File: src/rtl/cordic_iter_ctrl.sv
// Iterative CORDIC rotation engine: one shared shift-add datapath stepped ITER times per operand,
// with valid/ready handshakes on both sides.
module cordic_iter_ctrl #(
  parameter int unsigned ITER = 16
) (
  input  logic        clk,
  input  logic        rst,
  input  logic        in_valid,
  output logic        in_ready,
  input  logic [31:0] in_x,
  input  logic [31:0] in_y,
  input  logic [31:0] in_z,
  output logic        out_valid,
  input  logic        out_ready,
  output logic [31:0] out_x,
  output logic [31:0] out_y,
  output logic [31:0] out_z,
  output logic        busy
);

  localparam logic [4:0] LastIdx = 5'(ITER - 1);

  typedef enum logic [1:0] {StIdle, StRun, StDone} state_e;

  state_e             state_q, state_d;
  logic [4:0]         cnt_q, cnt_d;
  logic signed [31:0] x_q, x_d, y_q, y_d, z_q, z_d;
  logic [31:0]        out_x_q, out_x_d, out_y_q, out_y_d, out_z_q, out_z_d;

  logic signed [31:0] x_shift, y_shift, x_nxt, y_nxt, z_nxt, atan_i;
  logic               z_pos;

  // round(atan(2^-i) * 2^30); past i=10 the value is exactly 2^(30-i).
  function automatic logic [31:0] atan_rom(input logic [4:0] i);
    logic [31:0] v;
    case (i)
      5'd0:    v = 32'h3243F6A9;
      5'd1:    v = 32'h1DAC6705;
      5'd2:    v = 32'h0FADBAFD;
      5'd3:    v = 32'h07F56EA7;
      5'd4:    v = 32'h03FEAB77;
      5'd5:    v = 32'h01FFD55C;
      5'd6:    v = 32'h00FFFAAB;
      5'd7:    v = 32'h007FFF55;
      5'd8:    v = 32'h003FFFEB;
      5'd9:    v = 32'h001FFFFD;
      5'd31:   v = 32'h00000000;
      default: v = 32'h40000000 >> i;
    endcase
    return v;
  endfunction

  assign atan_i  = atan_rom(cnt_q);
  assign x_shift = x_q >>> cnt_q;
  assign y_shift = y_q >>> cnt_q;
  // z == 0 deliberately takes the negative-rotation branch.
  assign z_pos   = (z_q > 32'sd0);
  assign x_nxt   = z_pos ? (x_q - y_shift) : (x_q + y_shift);
  assign y_nxt   = z_pos ? (y_q + x_shift) : (y_q - x_shift);
  assign z_nxt   = z_pos ? (z_q - atan_i)  : (z_q + atan_i);

  always_comb begin
    state_d = state_q;
    cnt_d   = cnt_q;
    x_d     = x_q;
    y_d     = y_q;
    z_d     = z_q;
    out_x_d = out_x_q;
    out_y_d = out_y_q;
    out_z_d = out_z_q;
    unique case (state_q)
      StIdle: begin
        if (in_valid) begin
          x_d     = in_x;
          y_d     = in_y;
          z_d     = in_z;
          cnt_d   = 5'd0;
          state_d = StRun;
        end
      end
      StRun: begin
        x_d = x_nxt;
        y_d = y_nxt;
        z_d = z_nxt;
        if (cnt_q == LastIdx) begin
          out_x_d = x_nxt;
          out_y_d = y_nxt;
          out_z_d = z_nxt;
          state_d = StDone;
        end else begin
          cnt_d = cnt_q + 5'd1;
        end
      end
      StDone: begin
        if (out_ready) state_d = StIdle;
      end
      default: state_d = StIdle;
    endcase
  end

  always_ff @(posedge clk or posedge rst) begin
    if (rst) begin
      state_q <= StIdle;
      cnt_q   <= 5'd0;
      x_q     <= '0;
      y_q     <= '0;
      z_q     <= '0;
      out_x_q <= '0;
      out_y_q <= '0;
      out_z_q <= '0;
    end else begin
      state_q <= state_d;
      cnt_q   <= cnt_d;
      x_q     <= x_d;
      y_q     <= y_d;
      z_q     <= z_d;
      out_x_q <= out_x_d;
      out_y_q <= out_y_d;
      out_z_q <= out_z_d;
    end
  end

  assign in_ready  = (state_q == StIdle);
  assign out_valid = (state_q == StDone);
  assign busy      = (state_q != StIdle);
  assign out_x     = out_x_q;
  assign out_y     = out_y_q;
  assign out_z     = out_z_q;

endmodule

File: config.mk
export PLATFORM = sky130hd
export DESIGN_NAME = cordic_iter_ctrl
export DESIGN_NICKNAME = d
export VERILOG_FILES = /design/src/rtl/cordic_iter_ctrl.sv
export SDC_FILE = /design/constraint.sdc
export NUM_CORES = 1
export LEC_CHECK = 0
export ABC_AREA = 0
export CAP_MARGIN = 5
export CORE_MARGIN = 10
export CORE_UTILIZATION = 35
export DETAILED_ROUTE_END_ITERATION = 8
export HOLD_SLACK_MARGIN = 0.06
export PLACE_DENSITY = 0.57
export SLEW_MARGIN = 25
export SYNTH_ARGS = -nofsm -noshare
export SYNTH_HDL_FRONTEND = slang
export SYNTH_SLANG_ARGS = --single-unit
File: constraint.sdc
create_clock -name clk -period 18 [get_ports clk]
set_clock_uncertainty 0.1 [all_clocks]
set_input_delay 2.7 -clock clk [delete_from_list [all_inputs] [get_ports clk]]
set_output_delay 2.7 -clock clk [all_outputs]
set_load 0.02 [all_outputs]
==> metrics.txt, run 1 <==
outcome=completed; antenna violations before repair=0; GRT overflow=0; WP depth=19; HP Class=reg2reg; Post-synth ARST share=1.00; nets=2621; FF+latch count, synth=199; Startpoint Class=flip-flop; Hold Path Cell Cnt=2; 1st-iter DRT viols=1459; Port Buffers=198; Synth cell types=98; Least-Margin Pin Slew=1000 ps; post-route ant nets=0; latest clock arrival within the worst-skew pair=520 ps; slew margin rel.=0.331; die area=66700 um2; CTS hold repair buffers=0; worst-path fanout max=51; layout cells sized above 1=0.0958; commonest non-fill, non-tap cell in the layout=nand2_1; CORE AREA=56300 um2; post-synthesis cell area=19900 um2; pin count of the biggest net entering global routing=99; max incr delay on CP=770 ps; dominant delay contributor by cell family on the critical path=compound AO/OA/AOI/OAI gates; EDFF count, synth=0; Detailed Route WL=82200 um; reg2reg path depth=19; Synth Flop Type=dfrtp_1; DP Wirelength=61900 um; max cap viols=0; kind of critical path=reg2reg; Wirelength per Cell=25.9 um; Worst-path clk slew=80 ps; unrepaired setup endpoints after global routing=false; required time of the critical path=18250 ps; vias per cell=6.04; Final TNS setup=0 ps; Yosys warning total=0; most frequent cells in the layout=237 x nand2_1, 217 x o21ai_0, 197 x clkdlybuf4s50_1, 192 x dfrtp_1, 175 x a21oi_1; n_diodes=0; Buffers & Inverters on Critical Path=2; Worst EP arrival=8530 ps; Post-Synthesis Cells=2316; fmax=121 MHz; postcts setup bufs=0; htree depth=4; Cell Rows=87; register area share after synthesis=0.251; Period Utilization, post-route=0.460; Fill cells=5694; Mapped Nets=2529; Slew Limit Fails=0; CTS Root Cell=clkbuf_16; number of detailed-route iterations in the first pass=8; first-pass GRT wire length=124000 um; vias in the first global route=19362; CTS resizes=0; critical path's slowest cell=dfrtp_2; CTS tree=built; Die Ht=258 um; min Tclk post-route=8270 ps; initial core utilization=0.353; area of the multi-input gates=14000 um2; vias=19201; Reg area=5000 um2; Avg Cell Area, Syn=8.57 um2; worst path cell trace=buf_4 > inv_2 > mux4_1 > o2bb2ai_2 > a211oi_2 > nand3_1 > nor3_1 > and2b_1 > a21oi_1 > xnor2_1 > ha_1 > and3_1 > o2111ai_1 > o21ai_0 > a21boi_0 > o31ai_1 > a311o_1 > xnor2_1 > o21ai_0; Crit. End Element=flip-flop; die width=258 um; Hold Vio Cnt, Final=0; CTS Buf Count=17; clock sink count=199; GRT Total Usage=0.243; I/O Pins=199; Final setup viols=0; Remaining DRCs=0; gpl congestion=0.970; CTS max path bufs=2; Area growth, synth to finish=15.5%
routing by layer:
layer | GRT usage | part of all wire
met3 | 0.0440 | 0.057
met1 | 0.285 | 0.40
met5 | 0 | 0
met2 | 0.423 | 0.49
met4 | 0.112 | 0.044
registers in the layout, indices dropped and copies added (netlist names):
signal / cells
x_q: 32
state_q: 2
y_q: 32
z_q: 32
cnt_q: 5
out_y: 32
out_z: 32
out_x: 32
stage by stage:
stage	worst slack, ps	util	hold slack [ps]	cell area, um2	std cells
after floorplan	9770	-	378	19900	2316
after global placement	9900	0.397	360	22300	3145
after detailed placement	9760	0.397	370	22300	3145
after CTS	9730	0.407	388	22900	3177
after global routing	9240	0.408	414	22900	3177
final	9730	0.408	380	22900	3177
path summary, 6_finish.rpt:
| check | start | endpoint | slack, ps |
|---|---|---|---|
| min in group asynchronous | rst | out_y[4] | 2560 |
| hold / removal | out_z[16] | out_z[16] | 380 |
| setup / recovery | cnt_q[0] | out_y[30] | 9730 |
| hold reg to reg | out_z[16] | out_z[16] | 380 |
| max in group asynchronous | rst | x_q[26] | 13330 |
| setup reg to reg | cnt_q[0] | out_y[30] | 9730 |
final cells by class:
| class | instances | area share |
|---|---|---|
| Tap cell | 756 | 0.0412 |
| Inverter | 41 | 0.00704 |
| Multi-Input combinational cell | 1918 | 0.611 |
| Timing Repair Buffer | 231 | 0.0970 |
| Clock buffer | 20 | 0.0199 |
| Clock inverter | 12 | 0.00578 |
| Sequential cell | 199 | 0.218 |
cells in the mapped netlist (all sizes together) (23+ instances only):
| master | number | area (um2) |
|---|---|---|
| xor2 | 84 | 736 |
| a211oi | 23 | 183 |
| clkbuf | 104 | 390 |
| inv | 38 | 143 |
| nand2b | 25 | 164 |
| nor2b | 26 | 163 |
| o22ai | 28 | 175 |
| buf | 54 | 370 |
| a31oi | 62 | 388 |
| xnor2 | 87 | 762 |
| nor2 | 155 | 584 |
| nand2 | 240 | 903 |
| nor3 | 27 | 135 |
| ha | 110 | 1380 |
| o22a | 34 | 298 |
| mux2i | 55 | 551 |
| nand3 | 32 | 160 |
| a21o | 51 | 383 |
| mux2 | 46 | 526 |
| o21ai | 220 | 1100 |
| a21oi | 175 | 876 |
| dfrtp | 199 | 4980 |
| mux4 | 66 | 1510 |
| nor3b | 39 | 298 |
| a22oi | 36 | 275 |
kinds of logic after synthesis:
group	after synthesis	synth area share
AOI/OAI and AO/OA	805	0.264
and+or+nand+nor	662	0.162
buffers and inverters	199	0.0461
DFF	199	0.251
xor gates and xnor gates	171	0.0754
muxes	167	0.130
adders and majority gates	113	0.0723
worst reg2reg max path: cells and delay by family (launching register included):
kind / cells / cell delay [ps]
flip-flops: 1 / 770
multiplexers: 1 / 740
buffers and inverters: 2 / 1290
XOR/XNOR: 2 / 330
adder cells (fa/ha/maj): 1 / 450
AND/OR/NAND/NOR: 4 / 1430
AO/OA/AOI/OAI: 9 / 3010
Power of run 1 is left out: the tool's default activity adds up to more than one toggle a clock period on the data nets, which glitch-free logic cannot reach.
==> run 2, diff against run 1 <==
==> constraint.sdc (replaced) <==
create_clock -name clk -period 8.15 [get_ports clk]
set_clock_uncertainty 0.1 [all_clocks]
set_input_delay 1.2225 -clock clk [delete_from_list [all_inputs] [get_ports clk]]
set_output_delay 1.2225 -clock clk [all_outputs]
set_load 0.02 [all_outputs]
==> run 2 against run 1 <==
  * Die area unchanged
  * Non-clock buffer count up 24
  * Via count shrank 0.34%
  * Sequential cell count stayed put
  * Critical endpoint is now z_q[30]
==> metrics.txt, run 2 (same netlist as run 1, synthesis figures left out) <==
outcome=completed; die area=66700 um2; CORE AREA=56300 um2; Cell Rows=87; pin count of the biggest net entering global routing=74; postcts setup bufs=0; unrepaired setup endpoints after global routing=false; 1st-iter DRT viols=1367; first-pass GRT wire length=125000 um; required time of the critical path=8410 ps; Slew Limit Fails=0; CTS max path bufs=2; CTS tree=built; GRT Total Usage=0.244; met3 GRT Util=0.0454; vias=19135; Period Utilization, post-route=0.872; most frequent cells in the layout=238 x nand2_1, 217 x o21ai_0, 197 x clkdlybuf4s50_1, 192 x dfrtp_1, 175 x a21oi_1; gpl congestion=0.961; Wirelength per Cell=25.9 um; n_diodes=0; HP Class=reg2reg; share of the core filled with cells=0.412; vias in the first global route=19329; antenna violations before repair=0; Startpoint Class=flip-flop; Remaining DRCs=0; GRT overflow=0; Final setup viols=0; global route hottest layer=met2; clock sink count=199; CTS resizes=0; Port Buffers=198; Least-Margin Pin Slew=1040 ps; M1 GR Usage=0.293; layout cells sized above 1=0.104; initial core utilization=0.353; Die Ht=258 um; commonest non-fill, non-tap cell in the layout=nand2_1; Area growth, synth to finish=16.7%; Hold Vio Cnt, Final=0; Crit. End Element=flip-flop; die width=258 um; CTS Buf Count=17; number of detailed-route iterations in the first pass=5; worst path cell trace=clkinv_1 > buf_4 > ha_1 > or3_1 > a21o_1 > a22o_1 > or3_1 > a211oi_1 > and3_1 > nor2b_1 > a31oi_1 > xor2_1 > ha_1 > and4_1 > a221o_1 > a2bb2oi_1 > o31ai_1 > o41a_1 > a21o_1 > a41oi_1 > xor2_1 > a21oi_1; M2 GR Usage=0.420; # placed instances=3169; Buffers & Inverters on Critical Path=2; kind of critical path=reg2reg; Final TNS setup=0 ps; vias per cell=5.98; worst-path fanout max=52; htree depth=4; post-route ant nets=0; I/O Pins=199; max incr delay on CP=900 ps; CTS hold repair buffers=0; critical path's slowest cell=dfrtp_4; min Tclk post-route=7100 ps; Worst EP arrival=7370 ps; slew margin rel.=0.305; max cap viols=0; final worst setup slack=1050 ps; DP Wirelength=63300 um; Detailed Route WL=83000 um; nets=2645; final non-filler cell total=3200; Place WS=1100 ps; dominant delay contributor by cell family on the critical path=compound AO/OA/AOI/OAI gates; latest clock arrival within the worst-skew pair=520 ps; CTS Root Cell=clkbuf_16; Worst-path clk slew=90 ps; fmax=141 MHz
[run 2: worst register-to-register path, cell delays in order (launching register included)]
cell and delay (ps):
dfrtp_4 900, clkinv_1 320, buf_4 250, ha_1 430, or3_1 470, a21o_1 210
a22o_1 210, or3_1 400, a211oi_1 460, and3_1 320, nor2b_1 240, a31oi_1 140
xor2_1 240, ha_1 310, and4_1 250, a221o_1 370, a2bb2oi_1 150, o31ai_1 120
o41a_1 320, a21o_1 240, a41oi_1 240, xor2_1 200, a21oi_1 100
[run 2: final cells by class]
type	instances	area, um2
multi-input combinational	1918	14000
timing repair buffer	255	2430
inverter	41	161
clock buffer	20	467
fill	5692	33100
sequential	199	5000
tap	756	946
clock inverter	11	159
[run 2: path summary, 6_finish.rpt]
| path | start | end | slack [ps] | cells after the start |
|---|---|---|---|---|
| worst max-delay path | cnt_q[1] | z_q[30] | 1050 | 22 |
| worst min-delay path | out_z[3] | out_z[3] | 380 | 2 |
| worst max register to register | cnt_q[1] | z_q[30] | 1050 | 22 |
| worst min register to register | out_z[3] | out_z[3] | 380 | 2 |
| max in group asynchronous | rst | cnt_q[1] | 5620 | 3 |
| min in group asynchronous | rst | y_q[9] | 1060 | 2 |
[run 2: stage by stage]
step	hold WS, ps	cell area, um2
final	383	23200
after global placement	362	22500
after detailed placement	370	22500
after global routing	408	23200
after CTS	388	23200
after floorplan	378	19900
[run 2: layer usage]
metal,routed length [um],share of wire
met2,41100,0.49
met1,34300,0.41
met3,4330,0.052
met5,0,0
met4,3350,0.040
Power of run 2 is left out for the same reason.
==> run 3, diff against run 2 <==
==> constraint.sdc (replaced) <==
create_clock -name clk -period 6.6 [get_ports clk]
set_clock_uncertainty 0.1 [all_clocks]
set_input_delay 0.99 -clock clk [delete_from_list [all_inputs] [get_ports clk]]
set_output_delay 0.99 -clock clk [all_outputs]
set_load 0.02 [all_outputs]
==> run 3 against run 2 <==
  * Register-to-register slack worse by 810 ps
  * Design area rose by 12%
  * Global-route usage increased by 1.3 points
  * Die area unchanged
  * Final cell count rose by 11%
  * Via count up 8.4%
==> metrics.txt, run 3 (same netlist as run 1, synthesis figures left out) <==
Remaining DRCs=0; commonest non-fill, non-tap cell in the layout=buf_4; # placed instances=3524; n_diodes=0; CTS Root Cell=clkbuf_16; Wirelength per Cell=24.8 um; gpl congestion=1.01; Hold Vio Cnt, Final=0; Detailed Route WL=88100 um; critical path's slowest cell=mux4_1; post-route ant nets=0; max incr delay on CP=700 ps; required time of the critical path=6860 ps; worst-path fanout max=13; layout cells sized above 1=0.220; clock sink count=199; reg2reg path depth=24; 1st-iter DRT viols=1424; Startpoint Class=flip-flop; Die Ht=258 um; Cell Rows=87; vias=20733; kind of critical path=reg2reg; max cap viols=0; GRT overflow=0; R2R Setup Slk=230 ps; Final TNS setup=0 ps; htree depth=4; latest clock arrival within the worst-skew pair=520 ps; initial core utilization=0.353; final non-filler cell total=3557; Area growth, synth to finish=30.8%; Fill cells=5582; vias per cell=5.83; CORE AREA=56300 um2; Port Buffers=198; I/O Pins=199; Crit. End Element=flip-flop; Final setup viols=0; most frequent cells in the layout=404 x buf_4, 237 x nand2_1, 216 x o21ai_0, 197 x clkdlybuf4s50_1, 192 x dfrtp_1; Period Utilization, post-route=0.965; pin count of the biggest net entering global routing=101; antenna violations before repair=0; Worst-path clk slew=90 ps; unrepaired setup endpoints after global routing=false; Setup crit end=y_q[31]; vias in the first global route=20899; number of detailed-route iterations in the first pass=5; CTS tree=built; HP Class=reg2reg; Reg area=5000 um2; reg2reg start=cnt_q[0]; area of the multi-input gates=14000 um2; outcome=completed; nets=3001; Reg-to-Reg End=y_q[31]; first-pass GRT wire length=132000 um; fmax=157 MHz; Least-Margin Pin Slew=938 ps; Slew Limit Fails=0; worst path cell trace=inv_2 > buf_4 > buf_4 > mux4_1 > o2bb2ai_2 > a211oi_4 > nand3_1 > nor3_1 > buf_4 > and2b_1 > a21oi_1 > xnor2_1 > ha_1 > a21o_1 > a21oi_1 > o211ai_1 > a221oi_1 > o21ai_0 > a41oi_1 > buf_4 > o31ai_1 > a21oi_1 > xnor2_1 > a21oi_1; DP Wirelength=69700 um; CTS max path bufs=2; CTS Buf Count=17; share of the core filled with cells=0.462; crit path from=cnt_q[0]; die area=66700 um2; GRT Total Usage=0.257; die width=258 um; slew margin rel.=0.374; Worst EP arrival=6630 ps; min Tclk post-route=6370 ps
run 3: cell count changes in the layout (fill, tap and decap cells not counted), sizes merged:
cell,previous run,this run
bufinv,2,3
buf,58,414
inv,42,45
clkbuf,20,17
run 3: worst min path at each step:
stage	start	to	slack, ps	depth (start not counted)
final	out_z[14]	out_z[14]	380	2
after global routing	out_z[27]	out_z[27]	410	2
after CTS	out_y[16]	out_y[16]	390	2
after detailed placement	out_y[29]	out_y[29]	370	2
after global placement	out_y[30]	out_y[30]	360	2
after floorplan	z_q[4]	z_q[4]	380	2
run 3: critical path: cells and delay by family, from the launching register on:
kind            cells  cell delay [ps]
flops               1              570
simple gates        3              640
compound gates     12             2590
fa+ha+maj           1              320
xor+xnor            2              340
buf+inv             5              940
mux                 1              700
run 3: layer usage:
layer / GRT usage / up-vias / share of wire
li1: - / 9632 / -
met1: 0.311 / 10320 / 0.42
met2: 0.451 / 667 / 0.50
met3: 0.0404 / 114 / 0.044
met4: 0.0977 / 0 / 0.035
met5: 0 / - / 0
run 3: repair_timing:
action,CTS,global route
gates cloned,0,0
buffers inserted,0,1
setup endpoints to repair,6,19
gates resized for setup,2,5
hold buffers,0,0
pin swaps,0,1
run 3: cell type report:
type / instances / area share
multi-input cells: 1918 / 0.540
clock buffers: 17 / 0.0164
inverters: 41 / 0.00621
flip-flops and latches: 199 / 0.192
repair buffers: 611 / 0.199
clock inverters: 15 / 0.00881
well taps: 756 / 0.0364
run 3: per-stage QoR:
stage	hold slack, ps	cell area (um2)	setup WS (ps)
after floorplan	378	19900	84.3
after global placement	362	25300	-208
after detailed placement	370	25300	-252
after CTS	388	25900	27.8
after global routing	409	26000	3.76
final	382	26000	232
Power of run 3 is left out for the same reason.
